$ cat config.mk
export PLATFORM = sky130hd
export DESIGN_NAME = eeg_loader
export DESIGN_NICKNAME = d
export VERILOG_FILES = /design/src/rtl/eeg_loader_pkg.sv /design/src/rtl/eeg_loader_sync_fifo.sv /design/src/rtl/eeg_loader.sv
export SDC_FILE = /design/constraint.sdc
export NUM_CORES = 1
export LEC_CHECK = 0
export ABC_AREA = 0
export BUFFER_PORTS_ARGS = -buffer_cell sky130_fd_sc_hd__buf_2
export CELL_PAD_IN_SITES_DETAIL_PLACEMENT = 1
export CELL_PAD_IN_SITES_GLOBAL_PLACEMENT = 1
export CORE_MARGIN = 2
export CORE_UTILIZATION = 35
export DETAILED_ROUTE_END_ITERATION = 10
export PLACE_DENSITY_LB_ADDON = 0.1
export SYNTH_ARGS = -nofsm -noshare
export SYNTH_HDL_FRONTEND = slang
export SYNTH_SLANG_ARGS = --single-unit
$ cat constraint.sdc
create_clock -name clk -period 3.12 [get_ports clk]
set_input_delay 0.312 -clock clk [delete_from_list [all_inputs] [get_ports clk]]
set_output_delay 0.312 -clock clk [all_outputs]
set_load 0.05 [all_outputs]
$ cat src/rtl/eeg_loader_pkg.sv
// Shared types, constants and the ADC-to-intermediate-result conversion
// used by the EEG loader front end of the CIM accelerator.
package eeg_loader_pkg;

    localparam int unsigned ADC_BITWIDTH         = 16;
    localparam int unsigned INT_RES_ADDR_W       = 16;
    localparam int unsigned INT_RES_DOUBLE_W     = 30;
    localparam int unsigned Q_STO_INT_RES_DOUBLE = 20;
    localparam int unsigned NUM_PATCHES          = 60;
    localparam int unsigned PATCH_LEN            = 64;
    localparam int unsigned EEG_IDX_W            = 12;
    localparam int unsigned EEG_CENTRE_OFFSET    = 2 ** (ADC_BITWIDTH - 1);
    localparam int unsigned EEG_CONV_SHIFT       = Q_STO_INT_RES_DOUBLE - (ADC_BITWIDTH - 1);

    typedef logic [ADC_BITWIDTH-1:0]     AdcData_t;
    typedef logic [INT_RES_ADDR_W-1:0]   IntResAddr_t;
    typedef logic [INT_RES_DOUBLE_W-1:0] IntResDouble_t;

    typedef enum logic { SINGLE_WIDTH = 1'b0, DOUBLE_WIDTH = 1'b1 } DataWidth_t;
    typedef enum logic [2:0] { INT_RES_SW_FX = 3'd0, INT_RES_DW_FX = 3'd1 } FxFormatIntRes_t;
    typedef enum logic [1:0] { IDLE, LOAD, DRAIN, DONE } EegLoaderState_t;

    localparam IntResAddr_t     MEM_MAP_EEG_INPUT_MEM     = '0;
    localparam FxFormatIntRes_t INT_RES_FORMAT_EEG_FORMAT = INT_RES_DW_FX;

    // Re-centre the unsigned code around zero and place it in Q20 so the full
    // ADC range maps exactly onto [-1, 1).
    function automatic IntResDouble_t eeg_convert(input AdcData_t s);
        logic [ADC_BITWIDTH:0] centred;
        centred = {1'b0, s} - (ADC_BITWIDTH + 1)'(EEG_CENTRE_OFFSET);
        return {{(INT_RES_DOUBLE_W - ADC_BITWIDTH - 1){centred[ADC_BITWIDTH]}}, centred}
               << EEG_CONV_SHIFT;
    endfunction

endpackage

$ cat src/rtl/eeg_loader_sync_fifo.sv
// Single-clock FIFO with registered first-word-fall-through read data and
// full/empty flags; push and pop may coincide, including when full.
module sync_fifo #(
    parameter int unsigned DEPTH = 4,
    parameter int unsigned WIDTH = 8
) (
    input  logic             clk,
    input  logic             rst_n,
    input  logic             flush_i,
    input  logic             push_i,
    input  logic             pop_i,
    input  logic [WIDTH-1:0] data_i,
    output logic             full_o,
    output logic             empty_o,
    output logic [WIDTH-1:0] data_o
);

    localparam int unsigned PTR_W = (DEPTH > 1) ? $clog2(DEPTH) : 1;
    localparam int unsigned CNT_W = $clog2(DEPTH + 1);

    logic [WIDTH-1:0] mem_q [DEPTH];
    logic [PTR_W-1:0] wr_ptr_q, wr_ptr_d, rd_ptr_q, rd_ptr_d;
    logic [CNT_W-1:0] cnt_q, cnt_d, remain;
    logic [WIDTH-1:0] head_q, head_d;
    logic             push_ok, pop_ok;

    assign pop_ok  = pop_i && (cnt_q != '0);
    assign push_ok = push_i && ((cnt_q != CNT_W'(DEPTH)) || pop_ok);
    assign remain  = cnt_q - CNT_W'(pop_ok);

    always_comb begin
        wr_ptr_d = wr_ptr_q;
        rd_ptr_d = rd_ptr_q;
        cnt_d    = cnt_q;
        head_d   = head_q;
        if (flush_i) begin
            wr_ptr_d = '0;
            rd_ptr_d = '0;
            cnt_d    = '0;
        end else begin
            if (push_ok) wr_ptr_d = wr_ptr_q + PTR_W'(1);
            if (pop_ok)  rd_ptr_d = rd_ptr_q + PTR_W'(1);
            cnt_d = remain + CNT_W'(push_ok);
            // Head register pre-loads the next entry so data_o is valid the
            // cycle after a push into an empty FIFO.
            if (remain != '0)  head_d = mem_q[rd_ptr_d];
            else if (push_ok)  head_d = data_i;
        end
    end

    always_ff @(posedge clk or negedge rst_n) begin
        if (!rst_n) begin
            wr_ptr_q <= '0;
            rd_ptr_q <= '0;
            cnt_q    <= '0;
            head_q   <= '0;
        end else begin
            wr_ptr_q <= wr_ptr_d;
            rd_ptr_q <= rd_ptr_d;
            cnt_q    <= cnt_d;
            head_q   <= head_d;
        end
    end

    always_ff @(posedge clk) begin
        if (push_ok && !flush_i) mem_q[wr_ptr_q] <= data_i;
    end

    assign full_o  = (cnt_q == CNT_W'(DEPTH));
    assign empty_o = (cnt_q == '0);
    assign data_o  = head_q;

endmodule

$ cat src/rtl/eeg_loader.sv
// Loads one window of ADC samples into intermediate-result memory as
// re-centred double-width fixed point, tolerating write backpressure.
module eeg_loader
    import eeg_loader_pkg::*;
#(
    parameter int unsigned NUM_SAMPLES = NUM_PATCHES * PATCH_LEN,
    parameter int unsigned FIFO_DEPTH  = 4,
    parameter IntResAddr_t BASE_ADDR   = MEM_MAP_EEG_INPUT_MEM
) (
    input  logic                        clk,
    input  logic                        rst_n,
    input  logic                        start,
    input  logic                        sample_valid,
    input  logic [ADC_BITWIDTH-1:0]     sample,
    input  logic                        mem_busy,
    output logic                        mem_wr_en,
    output logic [INT_RES_ADDR_W-1:0]   mem_addr,
    output logic [INT_RES_DOUBLE_W-1:0] mem_data,
    output logic                        mem_width,
    output logic [2:0]                  mem_format,
    output logic                        busy,
    output logic                        done,
    output logic                        overflow
);

    localparam int unsigned PAYLOAD_W = EEG_IDX_W + INT_RES_DOUBLE_W;
    localparam logic [EEG_IDX_W-1:0] NUM_W = EEG_IDX_W'(NUM_SAMPLES);

    EegLoaderState_t       state_q, state_d;
    logic [EEG_IDX_W-1:0]  in_cnt_q, in_cnt_d, wr_cnt_q, wr_cnt_d;
    logic                  overflow_q, overflow_d;
    logic                  start_ok, push, accept;
    logic                  fifo_full, fifo_empty;
    logic [PAYLOAD_W-1:0]  fifo_wdata, fifo_rdata;
    logic [EEG_IDX_W-1:0]  head_idx;
    IntResDouble_t         head_data;

    assign start_ok   = start && (state_q == IDLE);
    assign push       = sample_valid && (state_q == LOAD);
    assign accept     = mem_wr_en && !mem_busy;
    assign fifo_wdata = {in_cnt_q, eeg_convert(sample)};
    assign {head_idx, head_data} = fifo_rdata;

    sync_fifo #(
        .DEPTH (FIFO_DEPTH),
        .WIDTH (PAYLOAD_W)
    ) u_fifo (
        .clk     (clk),
        .rst_n   (rst_n),
        .flush_i (start_ok),
        .push_i  (push),
        .pop_i   (accept),
        .data_i  (fifo_wdata),
        .full_o  (fifo_full),
        .empty_o (fifo_empty),
        .data_o  (fifo_rdata)
    );

    always_ff @(posedge clk or negedge rst_n) begin
        if (!rst_n) state_q <= IDLE;
        else        state_q <= state_d;
    end

    // Drain also ends on an empty FIFO so a dropped final sample cannot stall.
    always_comb begin
        state_d = state_q;
        unique case (state_q)
            IDLE:    if (start) state_d = LOAD;
            LOAD:    if (in_cnt_d == NUM_W) state_d = DRAIN;
            DRAIN:   if ((wr_cnt_d == NUM_W) || fifo_empty) state_d = DONE;
            DONE:    state_d = IDLE;
            default: state_d = IDLE;
        endcase
    end

    always_comb begin
        busy       = (state_q == LOAD) || (state_q == DRAIN);
        done       = (state_q == DONE);
        mem_wr_en  = busy && !fifo_empty;
        mem_addr   = BASE_ADDR + IntResAddr_t'(head_idx);
        mem_data   = head_data;
        mem_width  = DOUBLE_WIDTH;
        mem_format = INT_RES_FORMAT_EEG_FORMAT;
        overflow   = overflow_q;
    end

    always_comb begin
        in_cnt_d   = in_cnt_q;
        wr_cnt_d   = wr_cnt_q;
        overflow_d = overflow_q;
        if (start_ok) begin
            in_cnt_d   = '0;
            wr_cnt_d   = '0;
            overflow_d = 1'b0;
        end else begin
            if (push) begin
                in_cnt_d = in_cnt_q + EEG_IDX_W'(1);
                if (fifo_full && !accept) overflow_d = 1'b1;
            end
            if (accept) wr_cnt_d = head_idx + EEG_IDX_W'(1);
        end
    end

    always_ff @(posedge clk or negedge rst_n) begin
        if (!rst_n) begin
            in_cnt_q   <= '0;
            wr_cnt_q   <= '0;
            overflow_q <= 1'b0;
        end else begin
            in_cnt_q   <= in_cnt_d;
            wr_cnt_q   <= wr_cnt_d;
            overflow_q <= overflow_d;
        end
    end

endmodule

==> reports/qor.txt <==
TritonCTS buffer count: 17
Bufs and invs on worst path: 4
fin cells: 900
setup violators final: 0
Hold Path Class: in -> reg
CORE AREA: 21,800 sq um
critical-path maximum fanout: 12
Top FF cell, synth: edfxtp_1
final core utilization: 41.9%
clock group share of total power: 20.4%
Largest stage delay, worst path: 410 ps
CP Launch Type: flop
Via-to-Cell Ratio: 5.11
number of global-route vias before repair: 5,013
r2r worst-path depth: 13
CP delay by family, top: adder cells
Post-synth ARST share: 35.6%
Final #Nets: 643
fin. max-slew vios: 0
final WL: 17,900 um
fraction of power spent switching nets: 42.6%
register bit total from synthesis: 174
Clk Latency, worst-skew pair: 430 ps
die width: 153 um
sequential power share: 30.6%
setup_tns: 0 ps
CTS Buffer Depth: 2
Critical Path Most Common Cell: ha_1
Combinational Power Share: 49.1%
maximum level of the CTS H-tree: 4
via count: 4,596
number of iterations in the first detailed-routing pass: 6
largest net degree at the start of global routing: 47
Slew Limit Headroom: 57.4%
Psw: 4.57 mW
Register Area: 4910 sq um
clock root cell: clkbuf_16
area delta synth->final: 17.8%
YS warnings: 0
CTS tree: built
row cnt: 54
post-cts sizing count: 0
Worst-Margin Slew: 640 ps
DRC errors left: 0
IO buf count: 61
Fillers: 2,241
Worst Skew: 14.6 ps
post-synthesis cell type count: 63
gpl congestion: 0.744
largest family of logic cells by synthesized area: multiplexers
Hold Vio Cnt, Final: 0
Synth Area in Adders: 2.43%
min Tclk post-route: 2920 ps
crit share post-route: 93.7%
CP max stage cell: dfrtp_1
Post-Synth Simple-Gate Area: 8.30%
clk slew on worst S/H paths: 80 ps
PD cells: 1180 nW/um^2
cell taking the most area after synthesis: edfxtp_1
design area: 9120 sq um
top post-synthesis cells by area: edfxtp_1, dfrtp_1, mux4_2, mux2i_1, buf_4
Die Y-Extent: 153 um
initial antenna violation count: 0
GRT overflow: 0
CP Depth: 13
Mapped Cells: 532
top cells by count, synth: edfxtp_1, dfrtp_1, nand2_1
post-placement setup slack: 180 ps
ant diodes: 0
Setup WS post-layout: 198 ps
post-synthesis mux area share: 11.8%
Synth Area in Compound Gates: 7.15%
Internal: 6.15 mW
critical path arrival: 3220 ps
global-route wire length before repair: 29,000 um
CP cell instances: inv_1, ha_1, o31a_4, nand2_4, inv_4, buf_4, ha_1, ha_1, xnor2_1, nand3_2, buf_4, mux2i_1, o21ai_1
highest clock rate: 342 MHz
RSZ-0062 raised after global routing: no
multi-input logic area: 2530 sq um
crit path capture type: flop
WP data required: 3420 ps
Hold Path Depth: 1
Placement Cell Area: 8480 sq um
Post-Syn Area: 7740 sq um
status: finished, final reports clean
Crit Path Class: reg -> reg
Max Cap Violations: 0
Post-synth EDFFs: 112
count leader, synth: edfxtp_1
Seq/Total Area, Yosys: 63.5%
DP HPWL: 11,400 um
share of the synthesized area in the top cell type: 43.5%
fraction of layout cells with a size suffix above 1: 27.9%
XOR/XNOR Fraction of Synth Area: 1.91%
clock sink total: 174
total global-route track usage: 16.2%
Starting DRT DRC Count: 238
Initial Util: 35.6%
LEAKAGE: 3.62 nW
peak supply drop: 0.407 mV
die area: 23,300 sq um
placed cell count: 866
Top Ports: 75
post-route ant nets: 0
Routed wire per std cell: 19.8 um
Mean Syn Cell Area: 14.5 sq um
-- registers in the layout, summed over array words and instances, names as in the netlist --
signal	count
in_cnt_q	12
u_fifo.rd_ptr_q	2
u_fifo.cnt_q	3
u_fifo.data_o	28
wr_cnt_q	12
overflow	1
u_fifo.mem_q	112
u_fifo.wr_ptr_q	2
state_q	2
-- through the flow --
stage	power, mW	hold slack [ps]
global placement	8.61	375
detailed placement	8.71	384
global route	11.5	92.8
finish	10.7	111
floorplan	7.22	16.4
CTS	10.9	92.1
-- worst reg2reg max path, stage by stage, from the launching register on --
cell	delay, ps
dfrtp_1	410
inv_1	100
ha_1	350
o31a_4	140
nand2_4	90
inv_4	50
buf_4	170
ha_1	190
ha_1	190
xnor2_1	270
nand3_2	180
buf_4	240
mux2i_1	320
o21ai_1	100
-- kinds of logic (layout without fill, tap and decap cells) --
| family | count (synthesis) | count (layout) |
|---|---|---|
| adder cells (fa/ha/maj) | 15 | 15 |
| other | 2 | 13 |
| AND/OR/NAND/NOR | 124 | 124 |
| buffers and inverters | 62 | 139 |
| XOR/XNOR | 16 | 16 |
| AO/OA/AOI/OAI | 83 | 83 |
| multiplexers | 56 | 56 |
| flip-flops | 174 | 174 |
-- repair_timing --
item / in CTS / in global routing
hold endpoints to repair: 20 / 0
setup endpoints to repair: 0 / 1
hold buffers: 1 / 0
setup buffers: 0 / 1
-- layout make-up --
cell class	instances	area share, %
multi-input combinational	307	27.7
tap	280	3.84
inverter	16	0.700
clock inverter	15	2.10
timing repair buffer	91	7.08
sequential	174	53.9
clock buffer	17	4.67
-- metal layers --
layer	routed length, um	up-vias	track usage, %
met5	0	-	0
met4	197	0	4.45
met3	417	13	3.24
met2	9090	56	27.5
met1	8160	2398	21.4
li1	-	2129	-
-- cell usage in the layout, fill, tap and decap left out, types with 3 or more instances in the layout --
cell type,n
or3_1,6
edfxtp_1,112
xor2_1,4
inv_8,4
dfrtp_1,62
o31a_1,5
o21ai_1,9
nor3_1,6
clkinv_8,3
ha_1,15
inv_1,13
a21o_2,4
nor4_1,8
xnor2_1,10
a211oi_1,5
and3_1,4
clkinv_4,3
nor2_1,28
a21oi_1,12
o21ai_0,27
buf_4,20
buf_2,61
and2_1,4
o31ai_1,4
buf_12,9
mux2i_1,27
conb_1,13
clkbuf_16,17
nand3_1,5
mux4_2,28
nand4_1,5
nand2_1,42
-- power groups by stage --
stage	clock, mW	sequential [mW]	combinational [mW]
after floorplan	0	3.90	3.31
after global placement	0	3.31	5.29
after detailed placement	0	3.34	5.37
after CTS	2.25	3.29	5.39
after global routing	2.34	3.34	5.77
final	2.18	3.28	5.26
-- final timing paths --
kind | from | endpoint | slack (ps)
max | state_q[0] | u_fifo.data_o[32] | 200
min | sample[11] | u_fifo.mem_q[3][11] | 110
max reg2reg | state_q[0] | u_fifo.data_o[32] | 200
min reg2reg | u_fifo.data_o[19] | u_fifo.data_o[19] | 480
max in group asynchronous | rst_n | u_fifo.data_o[8] | 1910
min in group asynchronous | rst_n | u_fifo.wr_ptr_q[1] | 430
Power figures use the tool's default switching activity.
